## config.mk

```make
export PLATFORM = sky130hd
export DESIGN_NAME = instr_issue_queue
export DESIGN_NICKNAME = d
export VERILOG_FILES = /design/src/rtl/instr_issue_queue.sv
export SDC_FILE = /design/constraint.sdc
export NUM_CORES = 1
export LEC_CHECK = 0
export ABC_AREA = 1
export CORE_ASPECT_RATIO = 0.9
export CORE_MARGIN = 2
export CORE_UTILIZATION = 25
export DETAILED_ROUTE_END_ITERATION = 16
export PLACE_DENSITY = 0.46
export SYNTH_ARGS = -nofsm -noshare
export SYNTH_HDL_FRONTEND = slang
export SYNTH_SLANG_ARGS = --single-unit
```

## constraint.sdc

```tcl
create_clock -name clk -period 2.8 [get_ports clk]
set_input_delay 0.42 -clock clk [delete_from_list [all_inputs] [get_ports clk]]
set_output_delay 0.42 -clock clk [all_outputs]
set_load 0.01 [all_outputs]
```

## src/rtl/instr_issue_queue.sv

```systemverilog
// instr_issue_queue: assembles byte-serial host stream (high byte first) into 16-bit words,
// buffers them in a DEPTH-entry FIFO and issues one word per cycle with a one-cycle strobe.
// Optional build macro NOP_SKIP_EN: drop assembled words with opcode 4'h0..4'h8.
module instr_issue_queue #(
    parameter int DEPTH = 4,
    parameter int CNT_W = 8
) (
    input  logic                     clk,
    input  logic                     rst_n,
    input  logic [7:0]               byte_in,
    input  logic                     byte_valid,
    output logic                     byte_ready,
    input  logic                     flush,
    input  logic                     hold,
    output logic [15:0]              instr_out,
    output logic                     instr_ena,
    output logic [$clog2(DEPTH):0]   fifo_count,
    output logic [CNT_W-1:0]         issued_cnt,
    output logic                     drop_err
);
    localparam int AW = $clog2(DEPTH);
    localparam logic [AW:0] FULL = (AW+1)'(DEPTH);

    typedef enum logic {WAIT_HI, WAIT_LO} state_t;

    state_t          state;
    logic [7:0]      hi_byte;
    logic [15:0]     mem [DEPTH];
    logic [AW-1:0]   wr_ptr;
    logic [AW-1:0]   rd_ptr;
    logic            accept;
    logic            wr_en;
    logic            pop;
    logic            keep;

`ifdef NOP_SKIP_EN
    assign keep = hi_byte[7:4] > 4'h8;
`else
    assign keep = 1'b1;
`endif

    // WAIT_LO never stalls: its FIFO slot was already guaranteed when the high byte was taken
    always_comb begin
        byte_ready = !flush && (state == WAIT_LO || fifo_count < FULL);
        accept     = byte_valid && byte_ready;
        wr_en      = accept && state == WAIT_LO && keep;
        pop        = fifo_count != '0 && !hold && !flush;
    end

    // FIFO storage carries no reset; validity is tracked by fifo_count
    always_ff @(posedge clk) begin
        if (wr_en) mem[wr_ptr] <= {hi_byte, byte_in};
    end

    // assembler, FIFO pointers, registered issue stage and status
    always_ff @(posedge clk or negedge rst_n) begin
        if (!rst_n) begin
            state      <= WAIT_HI;
            hi_byte    <= '0;
            wr_ptr     <= '0;
            rd_ptr     <= '0;
            fifo_count <= '0;
            instr_out  <= '0;
            instr_ena  <= 1'b0;
            issued_cnt <= '0;
            drop_err   <= 1'b0;
        end else if (flush) begin
            state      <= WAIT_HI;
            wr_ptr     <= '0;
            rd_ptr     <= '0;
            fifo_count <= '0;
            instr_out  <= '0;
            instr_ena  <= 1'b0;
            issued_cnt <= '0;
            drop_err   <= 1'b0;
        end else begin
            if (accept) state <= (state == WAIT_HI) ? WAIT_LO : WAIT_HI;
            if (accept && state == WAIT_HI) hi_byte <= byte_in;
            if (wr_en) wr_ptr <= wr_ptr + AW'(1);
            if (pop) rd_ptr <= rd_ptr + AW'(1);
            fifo_count <= fifo_count + (AW+1)'(wr_en) - (AW+1)'(pop);
            instr_out  <= pop ? mem[rd_ptr] : 16'h0000;
            instr_ena  <= pop;
            if (pop) issued_cnt <= issued_cnt + CNT_W'(1);
            if (byte_valid && !byte_ready) drop_err <= 1'b1;
        end
    end
endmodule

```

==> metrics.cfg <==
[clocking]
cts_setup_buffers = 0
cts_tree = yes
worstSkewPairLatency_ns = 0.35
cts_hold_buf = 0
cts_resized = 0
clk_pin_slew_worst_paths_ns = 0.07
cts_root_buf = clkbuf_16
cts_htree_levels = 3
cts_buffers = 9
cts_buffer_depth = 2
cts.sinks = 106

[critical_path]
crit_arrival_ns = 2.51
cp_max_fo = 9
cp_top_family = adder cells
critPathCaptureType = flop
crit_chain = clkdlybuf4s50_1 > a21oi_4 > nand3_2 > ha_1 > inv_1 > ha_1 > inv_1 > fa_1 > xor2_1 > nor2_1
crit_type = in2reg
rr_startpoint = fifo_count[2]$_DFF_PN0_
crit_buf_inv = 3
start_kind = primary input
max_stage_delay_ns = 0.55
slowest_stage = clkdlybuf4s50_1
critPathLaunch = flush
cp.required_ns = 3.03

[drt]
drc = 0
drtAntennaViolNets = 0
met2WireLength_mm = 4.234
drt-wirelength-per-cell_um = 14.21
met1_length_mm = 4.224
top_layer_used = met4
wl_mm = 8.939
drt_iter0_markers = 159
vias = 2641
viasPerCell = 4.199
dr_wl_met3_um = 377
first_pass_iters = 4

[worst_hold_path]
holdCritPathClass = in2async

[grt]
grt_overflow = 0
grt_usage_pct = 10.74
antenna_found_initial = 0
grt_pass1_vias = 2730
grt_pass1_wl_mm = 14.61
grt_max_degree = 34

[timing]
finalCritPeriodShare_pct = 81.58
setup_viol = 0
fin_skew_ns = 0.005827
timing.setup.tns_ns = 0
tightest_slew_ns = 0.4888
fmax_mhz = 437.8
drv_slew = 0
period_needed_ns = 2.284
relSlewSlack_pct = 67.42
rsz0062_at_grt = false
final-hold-violation-count = 0

[floorplanning]
core.rowCount = 45
dieArea_sq_um = 18090
start_util_pct = 25.37
core_sq_um = 16780
die-height_um = 127.8
io_pins = 43
die_w_um = 141.5

[logic_synthesis]
synth_top_area_share_pct = 45.15
synth-simple-area-share_pct = 12.11
synth-xor-area-share_pct = 0.8230
ys_ff_latch = 106
yosysSeqAreaShare_pct = 69.84
ys.flop_type = edfxtp_1
synth.most_common_cell = nor2_1
async_reset_ff_share_pct = 39.62
synth_top_family_by_area = simple AND/OR/NAND/NOR gates
yosys_warnings = 0
syn_area_sq_um = 4257
yosys.area.top_type = edfxtp_1
syn_inst = 363
synthMuxAreaShare_pct = 0
synth_fa_ha_area_share_pct = 2.528
synth_area_leaders = edfxtp_1 (45%), dfrtp_1 (25%), nor2_1 (7.1%)
syn_avg_cell_area_sq_um = 11.73
syn_nets = 384
synth_compound_area_share_pct = 9.700
synth-edff-count = 64
ys_types = 24
synth_common_cells = nor2_1 (81), edfxtp_1 (64), dfrtp_1 (42)

[power]
peakVddDrop_v = 0.0004049
p_per_area_nw_per_um2 = 772.2
p_leak_nw = 2.085

[cells_and_area]
layout-drive-gt1-share_pct = 11.48
n_antenna_cell = 0
syn2layout_area_growth_pct = 23.84
fin_cells = 629
nets = 434
fillCellCount = 1722

[place]
place_congestion = 0.7286
hpwl_mm = 5.580
io_buffers = 42
place_inst = 613

[outcome]
status = completed

[job]
max_cap_violations = 0

==> cell families (layout without fill, tap and decap cells) <==
logic type | count (synthesis) | in the layout
adders and majority gates | 8 | 8
DFF | 106 | 106
xor gates and xnor gates | 4 | 4
AOI/OAI and AO/OA | 70 | 70
and+or+nand+nor | 127 | 127
buffers and inverters | 48 | 103
==> worst paths after layout <==
kind	end	slack, ns	cells after the start
max	fifo_count[2]$_DFF_PN0_	0.52	10
min	issued_cnt[4]$_DFFE_PN0P_	0.02	1
max reg2reg	fifo_count[2]$_DFF_PN0_	0.65	11
min reg2reg	drop_err$_DFFE_PN0P_	0.53	2
max in group asynchronous	hi_byte[3]$_DFFE_PN0P_	2.04	2
min in group clk	drop_err$_DFFE_PN0P_	0.53	2
==> stage by stage <==
step / hold WS [ns] / power, mW / util, % / setup slack, ns / area [sq um]
2_1_floorplan: 0.1244 / 2.417 / - / 0.6393 / 4257
3_3_place_gp: 0.4290 / 2.708 / 29.41 / 0.1621 / 4935
3_5_place_dp: 0.4295 / 2.726 / 29.41 / 0.1220 / 4935
4_1_cts: 0.04066 / 4.143 / 31.42 / 0.4848 / 5271
5_1_grt: 0.06570 / 4.314 / 31.42 / 0.3119 / 5271
6_report: 0.02046 / 4.071 / 31.42 / 0.5157 / 5271
==> routing by layer <==
metal / vias to the layer above / global-route usage (%)
li1: 1303 / -
met1: 1289 / 13.73
met2: 39 / 17.53
met3: 10 / 3.773
met4: 0 / 2.647
met5: - / 0
==> area by class of cell <==
type                            count  area [sq um]  share of cell area [%]
Multi-Input combinational cell    209          1071                   20.32
Sequential cell                   106          2973                   56.40
Timing Repair Buffer               53         498.0                   9.447
Inverter                           34         128.9                   2.445
Clock buffer                        9         225.2                   4.272
Tap cell                          211         264.0                   5.008
Clock inverter                      7         111.4                   2.113
==> registers in the layout (all words and copies together) (netlist names) <==
| signal | count |
|---|---|
| state | 1 |
| fifo_count | 3 |
| wr_ptr | 2 |
| issued_cnt | 8 |
| mem | 64 |
| drop_err | 1 |
| instr_out | 16 |
| instr_ena | 1 |
| hi_byte | 8 |
| rd_ptr | 2 |
==> report_power, final <==
| group | internal [mW] | switching [mW] |
|---|---|---|
| Clock | 0.801 | 0.600 |
| Combinational | 0.294 | 0.443 |
| Sequential | 1.82 | 0.108 |
==> layout by cell type (no fill, tap or decap) <==
cell             count
inv_6                1
clkinvlp_4           2
xor2_1               2
nand3_1              9
clkbuf_16            9
fa_1                 1
clkdlybuf4s50_1     41
inv_2                1
bufinv_16            2
dfrtp_1             42
o21ai_0             36
o21ai_2             10
a21oi_4              2
nand2_2              2
xnor2_1              2
a21oi_1             21
o21bai_1             1
buf_4               11
edfxtp_1            64
buf_2                1
nand3_2              2
inv_8                1
nand2_4              1
clkinv_8             1
nand2_1             31
nor2_2               1
clkinv_2             1
inv_1               32
ha_1                 7
nor2_1              81
Power figures use the tool's default switching activity.
